$ cat config.mk
export PLATFORM = sky130hd
export DESIGN_NAME = pwm_regbank_mc
export DESIGN_NICKNAME = d
export VERILOG_FILES = /design/src/rtl/pwm_regbank_pkg.sv /design/src/rtl/pwm_ch_regs.sv /design/src/rtl/pwm_regbank_mc.sv
export SDC_FILE = /design/constraint.sdc
export NUM_CORES = 1
export LEC_CHECK = 0
export ABC_AREA = 0
export CAP_MARGIN = 0
export CORE_MARGIN = 10
export CORE_UTILIZATION = 36
export DETAILED_ROUTE_END_ITERATION = 10
export SYNTH_ARGS = -nofsm -noshare
export SYNTH_HDL_FRONTEND = slang
export SYNTH_SLANG_ARGS = --single-unit
$ cat constraint.sdc
create_clock -name clk -period 1.9 [get_ports clk]
set_input_delay 0.57 -clock clk [delete_from_list [all_inputs] [get_ports clk]]
set_output_delay 0.57 -clock clk [all_outputs]
set_load 0.01 [all_outputs]
$ cat src/rtl/pwm_regbank_pkg.sv
// pwm_regbank_pkg: register map constants and byte helpers shared by the PWM register bank
package pwm_regbank_pkg;
    localparam logic [5:0] A_PERIOD_L  = 6'h00;
    localparam logic [5:0] A_PERIOD_H  = 6'h01;
    localparam logic [5:0] A_CTRL      = 6'h02;
    localparam logic [5:0] A_PRESCALE  = 6'h03;
    localparam logic [5:0] A_CNT_RST   = 6'h04;
    localparam logic [5:0] A_CNT_VAL_L = 6'h05;
    localparam logic [5:0] A_CNT_VAL_H = 6'h06;
    localparam logic [5:0] A_STATUS    = 6'h07;
    localparam logic [5:0] A_IRQ_MASK  = 6'h08;
    localparam logic [5:0] A_FORCE_UPD = 6'h09;
    localparam logic [5:0] CH_BASE     = 6'h10;
    localparam int         CH_STRIDE   = 8;
    localparam logic [2:0] O_CMP1_L    = 3'd0;
    localparam logic [2:0] O_CMP2_L    = 3'd2;
    localparam logic [2:0] O_FUNC      = 3'd4;
    localparam int CTRL_EN        = 0;
    localparam int CTRL_UPDN      = 1;
    localparam int CTRL_PWM_EN    = 2;
    localparam int CTRL_SHADOW_EN = 3;
    // Registers are at most 16 bits; narrower ones truncate, so high-byte writes vanish and reads give 0.
    function automatic logic [15:0] put_byte(input logic [15:0] v, input logic hi, input logic [7:0] b);
        logic [15:0] r;
        r = v;
        if (hi) r[15:8] = b;
        else r[7:0] = b;
        return r;
    endfunction
    function automatic logic [7:0] get_byte(input logic [15:0] v, input logic hi);
        return hi ? v[15:8] : v[7:0];
    endfunction
endpackage

$ cat src/rtl/pwm_ch_regs.sv
// pwm_ch_regs: per-channel double-buffered compare/function registers and W1C status bit
module pwm_ch_regs
    import pwm_regbank_pkg::*;
#(
    parameter int CNT_W = 16
) (
    input  logic             clk,
    input  logic             rst_n,
    input  logic             wr,
    input  logic [2:0]       off,
    input  logic [7:0]       wdata,
    input  logic             commit,
    input  logic             shadow_en,
    input  logic             cmp_evt,
    input  logic             clr,
    output logic [CNT_W-1:0] cmp1,
    output logic [CNT_W-1:0] cmp2,
    output logic [1:0]       func,
    output logic             status,
    output logic [7:0]       rd_data
);
    logic [CNT_W-1:0] cmp1_sh, cmp2_sh, cmp1_sh_nx, cmp2_sh_nx;
    logic [1:0] func_sh, func_sh_nx;

    always_comb begin
        cmp1_sh_nx = (wr && off[2:1] == O_CMP1_L[2:1]) ? CNT_W'(put_byte(16'(cmp1_sh), off[0], wdata)) : cmp1_sh;
        cmp2_sh_nx = (wr && off[2:1] == O_CMP2_L[2:1]) ? CNT_W'(put_byte(16'(cmp2_sh), off[0], wdata)) : cmp2_sh;
        func_sh_nx = (wr && off == O_FUNC) ? wdata[1:0] : func_sh;
        rd_data = (off == O_FUNC) ? {6'd0, func_sh} :
                  (off[2:1] == O_CMP1_L[2:1]) ? get_byte(16'(cmp1_sh), off[0]) :
                  (off[2:1] == O_CMP2_L[2:1]) ? get_byte(16'(cmp2_sh), off[0]) : 8'd0;
    end

    always_ff @(posedge clk or negedge rst_n) begin
        if (!rst_n) begin
            cmp1_sh <= '0;
            cmp2_sh <= '0;
            func_sh <= '0;
            cmp1 <= '0;
            cmp2 <= '0;
            func <= '0;
            status <= 1'b0;
        end else begin
            cmp1_sh <= cmp1_sh_nx;
            cmp2_sh <= cmp2_sh_nx;
            func_sh <= func_sh_nx;
            // A commit takes the registered shadow, so a same-edge write waits for the next commit.
            if (!shadow_en) begin
                cmp1 <= cmp1_sh_nx;
                cmp2 <= cmp2_sh_nx;
                func <= func_sh_nx;
            end else if (commit) begin
                cmp1 <= cmp1_sh;
                cmp2 <= cmp2_sh;
                func <= func_sh;
            end
            status <= cmp_evt | (status & ~clr);
        end
    end
endmodule

$ cat src/rtl/pwm_regbank_mc.sv
// pwm_regbank_mc: byte-addressed register bank for a multi-channel PWM timer
module pwm_regbank_mc
    import pwm_regbank_pkg::*;
#(
    parameter int NUM_CH = 2,
    parameter int CNT_W  = 16
) (
    input  logic                    clk,
    input  logic                    rst_n,
    input  logic                    read,
    input  logic                    write,
    input  logic [5:0]              addr,
    input  logic [7:0]              data_write,
    output logic [7:0]              data_read,
    output logic                    rd_valid,
    input  logic [CNT_W-1:0]        counter_val,
    input  logic                    period_evt,
    input  logic [NUM_CH-1:0]       cmp_evt,
    output logic [CNT_W-1:0]        period,
    output logic                    en,
    output logic                    upnotdown,
    output logic                    pwm_en,
    output logic                    count_reset,
    output logic [7:0]              prescale,
    output logic [CNT_W*NUM_CH-1:0] compare1,
    output logic [CNT_W*NUM_CH-1:0] compare2,
    output logic [2*NUM_CH-1:0]     functions,
    output logic                    irq
);
    logic [3:0] ctrl;
    logic [NUM_CH-1:0] irq_mask, status, status_clr;
    logic [CNT_W-1:0] period_sh, period_sh_nx;
    logic [5:0] ch_rel;
    logic [2:0] ch_idx;
    logic ch_hit, shadow_en, commit;
    logic [7:0] ch_rd [NUM_CH];
    logic [7:0] ch_sel, rd_mux;

    assign en = ctrl[CTRL_EN];
    assign upnotdown = ctrl[CTRL_UPDN];
    assign pwm_en = ctrl[CTRL_PWM_EN];
    assign shadow_en = ctrl[CTRL_SHADOW_EN];
    assign ch_rel = addr - CH_BASE;
    assign ch_hit = addr >= CH_BASE;
    assign ch_idx = 3'(ch_rel / 6'(CH_STRIDE));
    assign commit = period_evt || (write && addr == A_FORCE_UPD && data_write[0]);
    assign status_clr = (write && addr == A_STATUS) ? data_write[NUM_CH-1:0] : '0;
    assign period_sh_nx = (write && (addr == A_PERIOD_L || addr == A_PERIOD_H)) ?
                          CNT_W'(put_byte(16'(period_sh), addr[0], data_write)) : period_sh;

    for (genvar c = 0; c < NUM_CH; c++) begin : g_ch
        pwm_ch_regs #(.CNT_W(CNT_W)) u_ch (
            .clk(clk),
            .rst_n(rst_n),
            .wr(write && ch_hit && ch_idx == 3'(c)),
            .off(ch_rel[2:0]),
            .wdata(data_write),
            .commit(commit),
            .shadow_en(shadow_en),
            .cmp_evt(cmp_evt[c]),
            .clr(status_clr[c]),
            .cmp1(compare1[c*CNT_W +: CNT_W]),
            .cmp2(compare2[c*CNT_W +: CNT_W]),
            .func(functions[2*c +: 2]),
            .status(status[c]),
            .rd_data(ch_rd[c])
        );
    end

    // Channels past NUM_CH and the 0x30+ range never match, so they read 0.
    always_comb begin
        ch_sel = 8'd0;
        for (int i = 0; i < NUM_CH; i++)
            if (ch_hit && ch_idx == 3'(i)) ch_sel = ch_rd[i];
    end

    always_comb begin
        case (addr)
            A_PERIOD_L:  rd_mux = get_byte(16'(period_sh), 1'b0);
            A_PERIOD_H:  rd_mux = get_byte(16'(period_sh), 1'b1);
            A_CTRL:      rd_mux = {4'd0, ctrl};
            A_PRESCALE:  rd_mux = prescale;
            A_CNT_VAL_L: rd_mux = get_byte(16'(counter_val), 1'b0);
            A_CNT_VAL_H: rd_mux = get_byte(16'(counter_val), 1'b1);
            A_STATUS:    rd_mux = 8'(status);
            A_IRQ_MASK:  rd_mux = 8'(irq_mask);
            default:     rd_mux = ch_sel;
        endcase
    end

    always_ff @(posedge clk or negedge rst_n) begin
        if (!rst_n) begin
            period_sh <= '0;
            period <= '0;
            ctrl <= '0;
            prescale <= '0;
            irq_mask <= '0;
            count_reset <= 1'b0;
            irq <= 1'b0;
            data_read <= '0;
            rd_valid <= 1'b0;
        end else begin
            period_sh <= period_sh_nx;
            if (!shadow_en) period <= period_sh_nx;
            else if (commit) period <= period_sh;
            if (write && addr == A_CTRL) ctrl <= data_write[3:0];
            if (write && addr == A_PRESCALE) prescale <= data_write;
            if (write && addr == A_IRQ_MASK) irq_mask <= data_write[NUM_CH-1:0];
            count_reset <= write && addr == A_CNT_RST && data_write[0];
            irq <= |(status & irq_mask);
            data_read <= read ? rd_mux : 8'd0;
            rd_valid <= read;
        end
    end
endmodule

# [After elaboration in Yosys (flattened, before gate mapping)]
# Cells that the tools add are included.
[op_classes] add_sub_neg=1 multipliers=0 div_mod_pow=0 order_cmp=1 n_eq_ne=13 n_shift=0 muxes=46 n_bitwise=7 n_reduce_logical=26
[op_table] cell="$mux 16" count=15
[op_table] cell="$mux 8" count=23
[op_table] cell="$pmux 8 s8" count=1
[op_table] cell="$eq 6x3->1 const B" count=4
[op_table] cell="$logic_and 1x1->1" count=20
[op_table] cell="$mux 2" count=7
[op_table] cell="$eq 6x2->1 const B" count=2
[op_table] cell="$eq 6x4->1 const B" count=2
[op_table] cell="$eq 6x1->1 const B" count=1
[op_table] cell="$ge 6x5->1 const B" count=1
[op_table] cell="$logic_not 6->1" count=1
[op_table] cell="$sub 6x5->6 const B" count=1
[op_table] cell="$eq 3x1->1 const B" count=1
[op_table] cell="$eq 3x3->1 const B" count=1
[op_table] cell="$logic_not 3->1" count=1
[op_table] cell="$and 1x1->1" count=2
[op_table] cell="$and 2x2->2" count=1
[op_table] cell="$eq 2x1->1 const B" count=1
[op_table] cell="$logic_not 2->1" count=1
[op_table] cell="$logic_or 1x1->1" count=2
[op_table] cell="$ne 2x1->1 const B" count=1
[op_table] cell="$not 1->1" count=2
[op_table] cell="$or 1x1->1" count=2
[op_table] cell="$reduce_or 2->1" count=1
[word_totals] regBits=195 latch_bits=0 ram_bits=0 rom_bits=0 inputBits=37 wordCells=117 mem_count=0

# [Logic depth before layout (Yosys ltp)]
# Gate-level depths: netlist (run 1).
[depth] word_depth=9 mapped_depth=9 ltp_nobuf=6

# [Modules after synthesis]
# From an unflattened synthesis (run 1), not the netlist that was laid out.
[hier_totals] cells_unflattened=784 hier_area_um2=9708.1
[by_module_without_submodules] module="pwm_ch_regs" instances=2 cells_each=258 area_per_inst_um2=3294.4
[by_module_without_submodules] module="pwm_regbank_mc" instances=1 cells_each=268 area_per_inst_um2=3119.2

# [Least setup slack after synthesis (run 1)]
# OpenSTA, ideal clock, no wires.
[synth_path] path_kind="input to register" startpoint="input port addr[4]" endpoint="register g_ch[1].u_ch.cmp2[10]" setup_time_ps=87 arrival_time_ps=2024 t_required_ps=1813 setup_slack_ps=-211 path_stages=9 path_buffers=3 path_cell_list="inv_1 -> ha_1 -> buf_2 -> and4b_1 -> a311oi_1 -> buf_2 -> buf_2 -> nand2_1 -> o211ai_1"
[synth_between] elab_chain_cells=6 word_cells_on_any_way=13
[synth_lines] item="start, declared" line_no="pwm_regbank_mc.sv:12" rtl="input logic [5:0] addr,"
[synth_lines] item="$sub 6x5->6 or $ge 6x5->1 (tied branches)" line_no="pwm_regbank_mc.sv:43, pwm_regbank_mc.sv:44"
[synth_lines] item="$eq 3x1->1 or $logic_and 1x1->1 (tied branches)" line_no="pwm_regbank_mc.sv:55" rtl=".wr(write && ch_hit && ch_idx == 3'(c)),"
[synth_lines] item="$logic_and 1x1->1" line_no="pwm_regbank_mc.sv:55"
[synth_lines] item="$logic_and 1x1->1" line_no="pwm_ch_regs.sv:27" rtl="cmp2_sh_nx = (wr && off[2:1] == O_CMP2_L[2:1]) ? CNT_W'(put_byte(16'(cmp2_sh), off[0], wdata)) : cmp2_sh;"
[synth_lines] item="$mux 16" line_no="pwm_ch_regs.sv:27"
[synth_lines] item="$mux 16" line_no="pwm_ch_regs.sv:48" rtl="if (!shadow_en) begin"
[synth_lines] item="end signal, assigned" line_no="pwm_ch_regs.sv:50" rtl="cmp2 <= cmp2_sh_nx;"
[synth_lines] item="end signal, assigned" line_no="pwm_ch_regs.sv:54" rtl="cmp2 <= cmp2_sh;"
[synth_lines] item="end, declared" line_no="pwm_ch_regs.sv:17" rtl="output logic [CNT_W-1:0] cmp2,"
# Parallel ways exist; a longest one is shown, timed or not.
# A chain may end at the register's enable or synchronous reset.

# [Worst setup path after layout (run 1)]
[layout_path] startpoint="input port addr[2]" endpoint="register data_read[1]"
[layout_between] elab_chain_cells=9 word_cells_on_any_way=27
[layout_lines] item="$sub 6x5->6" line_no="pwm_regbank_mc.sv:43" rtl="assign ch_rel = addr - CH_BASE;"
[layout_lines] item="$eq 2x1->1" line_no="pwm_ch_regs.sv:31" rtl="(off[2:1] == O_CMP2_L[2:1]) ? get_byte(16'(cmp2_sh), off[0]) : 8'd0;"
[layout_lines] item="$mux 8" line_no="pwm_ch_regs.sv:31"
[layout_lines] item="$mux 8" line_no="pwm_ch_regs.sv:30" rtl="(off[2:1] == O_CMP1_L[2:1]) ? get_byte(16'(cmp1_sh), off[0]) :"
[layout_lines] item="$mux 8" line_no="pwm_ch_regs.sv:29" rtl="rd_data = (off == O_FUNC) ? {6'd0, func_sh} :"
[layout_lines] item="$mux 8 (2 in series)" line_no="pwm_regbank_mc.sv:74" rtl="if (ch_hit && ch_idx == 3'(i)) ch_sel = ch_rd[i];"
[layout_lines] item="$pmux 8 s8 *" line_no="pwm_regbank_mc.sv:78" rtl="case (addr)"
[layout_lines] item="$mux 8 *" line_no="pwm_regbank_mc.sv:111" rtl="data_read <= read ? rd_mux : 8'd0;"
[layout_lines] item="end signal, assigned" line_no="pwm_regbank_mc.sv:111"
[layout_lines] item="end, declared" line_no="pwm_regbank_mc.sv:14" rtl="output logic [7:0] data_read,"
# Every way passes the cells marked *; elsewhere a longest branch is shown, timed or not.

==> results of run 1 <==
sequential cells by signal, indices dropped and copies added (netlist names), 4 cells and up:
| signal | flops |
|---|---|
| g_ch.u_ch.cmp1 | 32 |
| g_ch.u_ch.func_sh | 4 |
| ctrl | 4 |
| prescale | 8 |
| g_ch.u_ch.cmp1_sh | 32 |
| period_sh | 16 |
| g_ch.u_ch.func | 4 |
| data_read | 8 |
| g_ch.u_ch.cmp2_sh | 32 |
| g_ch.u_ch.cmp2 | 32 |
| period | 16 |
path summary, 6_finish.rpt:
path / startpoint / end / slack (ns)
min in group clk: g_ch[0].u_ch.cmp2[1] / g_ch[0].u_ch.cmp2[1] / 0.48
worst min register to register: g_ch[0].u_ch.cmp2[1] / g_ch[0].u_ch.cmp2[1] / 0.48
worst max register to register: ctrl[3] / g_ch[0].u_ch.cmp2[14] / 0.22
worst max-delay path: addr[2] / data_read[1] / 0.009
worst min-delay path: rst_n / g_ch[0].u_ch.cmp1[10] / 0.03
max in group asynchronous: rst_n / g_ch[1].u_ch.func[0] / 1.32
worst register-to-register path, stage by stage (launching register included):
cell and delay (ns):
dfrtp_4 0.50, inv_1 0.15, a311oi_4 0.33, buf_6 0.21, bufbuf_16 0.28, nand2_1 0.05, o211ai_1 0.08
metrics by stage:
| step | utilization (%) | power, mW |
|---|---|---|
| after floorplan | - | 6.21 |
| after global placement | 47.7 | 7.66 |
| after detailed placement | 47.7 | 7.69 |
| after CTS | 50.3 | 11.3 |
| after global routing | 50.8 | 11.7 |
| final | 50.8 | 11.2 |
logic make-up after synthesis:
| group | count (synthesis) | synth area share (%) |
|---|---|---|
| multiplexers | 154 | 18.8 |
| AO/OA/AOI/OAI | 134 | 9.92 |
| adder cells (fa/ha/maj) | 2 | 0.268 |
| AND/OR/NAND/NOR | 230 | 13.0 |
| flip-flops | 195 | 52.3 |
| buffers and inverters | 130 | 5.62 |
cell type report:
cell class / instances / area [sq um] / share of cell area, %
clock buffer: 19 / 443 / 3.44
clock inverter: 13 / 165 / 1.28
inverter: 65 / 262 / 2.03
multi-input combinational: 520 / 4210 / 32.7
sequential: 195 / 4880 / 37.9
tap: 330 / 413 / 3.21
timing repair buffer: 250 / 2500 / 19.4
power by group:
part | total (mW) | switching [mW] | internal, mW
logic | 2.30 | 1.21 | 1.09
clock network | 3.78 | 1.76 | 2.03
registers | 5.16 | 0.451 | 4.71
total | 11.2 | 3.42 | 7.82
what timing repair did:
item | CTS | global route
pin swaps | 3 | 11
resized for setup | 125 | 27
hold endpoints to repair | 0 | 0
hold buffers | 0 | 0
buffers inserted | 7 | 3
gates cloned | 2 | 0
setup endpoints to repair | 293 | 65
cell usage in the layout (no fill, tap or decap), types with 4 or more instances in the layout:
| cell | synthesis | final |
|---|---|---|
| dfrtp_1 | 195 | 194 |
| dlygate4sd2_1 | 0 | 106 |
| mux2i_1 | 100 | 92 |
| nand2_1 | 91 | 91 |
| buf_4 | 0 | 75 |
| nand3_1 | 72 | 70 |
| inv_1 | 65 | 63 |
| o211ai_1 | 59 | 59 |
| mux2_2 | 41 | 41 |
| clkdlybuf4s50_1 | 0 | 29 |
| buf_12 | 0 | 27 |
| o21ai_1 | 21 | 21 |
| clkbuf_16 | 0 | 17 |
| o21ai_0 | 13 | 13 |
| mux4_2 | 13 | 13 |
| nor2_1 | 10 | 8 |
| nand3_4 | 0 | 7 |
| nand4_1 | 7 | 7 |
| buf_6 | 0 | 6 |
| nor3b_1 | 5 | 5 |
| mux2i_4 | 0 | 5 |
| nand3b_1 | 5 | 5 |
| nand2b_1 | 5 | 5 |
| a31oi_1 | 6 | 5 |
| inv_6 | 0 | 4 |
| nor2b_1 | 6 | 4 |
| o22ai_1 | 6 | 4 |
metal layers:
metal  global-route usage, %  vias to the layer above
met3                    4.24                       27
met2                    27.9                      226
li1                        -                     3438
met4                    5.01                        0
met5                       0                        -
met1                    25.3                     3732
==> metrics.txt, run 1 <==
Worst Hold Class in -> async; Top Metal Used met4; most frequent CP cell buf_4; Lkg Pwr 6.59 nW; P per Cell Area 873 nW/um^2; cell taking the most area after synthesis dfrtp_1; Async SR Flop Fraction 100%; WL met1 14200 microns; Slew HR 64.8%; Final Wtd Congestion 0.858; post-synthesis area per instance 11.0 sq um; total number of vias 7423; vias in the first global route 7570; Slew Viols, Final 0; IO Pins 143; top cells by area, synth dfrtp_1 52%, mux2i_1 11%, mux2_2 5.0%; Final Hold Vio Count 0; first-pass GRT wire length 46900 microns; reg2reg path depth 6; post-synthesis cell type count 56; antenna diode count 0; status completed; initial antenna violation count 0; top cell type's share of synthesized area 52.3%; hold slack 0.0297 ns; Fmax achieved 0.529 GHz; fill cell count 2316; FP Rows 58; layout cells sized above 1 23.0%; period utilization 99.5%; # setup viols final 0; Worst setup EP type register; grt ovf 0; Crit path max-delay family buffers and inverters; Least-Margin Pin Slew 0.528 ns; P&R area growth vs syn 38.0%; DRT iter0 DRCs 490; Layout Skew 0.00904 ns; Crit Path Max Fanout 7; met2 wire len 13900 microns; warnings from Yosys 0; Worst Path Arrival 2.20 ns; hpwl dp 21200 microns; Sink Count 195; Starting Density 36.8%; Die Wd 181 microns; total clock buffers created by CTS 17; Clock Latency Late Sink 0.44 ns; Reg clk slew, reported paths 0.07 ns; maxcap violations 0; die extent in y 181 microns; Bufs on Longest Clock Path 2; Mapped Area 9330 sq um; CORE AREA 25300 sq um; setup ws final 0.00921 ns; Avg WL per Cell 21.8 microns; Yosys reg bits 195; Slowest-stage cell, CP nor4_2; CTS tree yes; largest net degree at the start of global routing 116; Top FF cell, synth dfrtp_1; Slowest Stage Delay on Critical Path 0.33 ns; Crit path buffers/inverters 5; CP startpoint kind input port; Final nets 1088; peak supply drop 0.000477 V; clk root buf clkbuf_16; most common cell in the synthesized netlist dfrtp_1; Post-Layout Cell Count 1392; Vias/cell 5.33; Placed Area 12100 sq um; kind of critical path in -> reg; All-Layer GR Usage 18.2%; Final Cell Area 12900 sq um; Final ANT Viol Nets 0; TritonRoute pass-1 iters 5; crit-path cells dlygate4sd2_1, buf_12, buf_6, buf_4, and4b_1, and3_1, nor4_2, buf_4, o22ai_2; drt drc 0; PortBufs 142; dpl cells 1348; CP Data Required Time 2.21 ns; post-route minimum period 1.89 ns; Post-synth EDFFs 0; DRT Wirelength 30300 microns; number of cells on the critical path 9; DR WL met3 1760 microns; syn nets 884; H-tree levels 4; TNS Setup 0 ns; synthesized netlist cell count 845; sequential cell area fraction in the yosys report 52.3%; pre-CTS setup slack -0.952 ns; DIE AREA 32700 sq um; synth cell count leaders 195 x dfrtp_1, 100 x mux2i_1, 91 x nand2_1
Power figures use the tool's default switching activity.
==> run 2, diff against run 1 <==
ABC_CLOCK_PERIOD_IN_PS = 1900   (was default)
==> results of run 2 <==
Same layout as run 1: the final DEF is identical, and so are final timing and power.
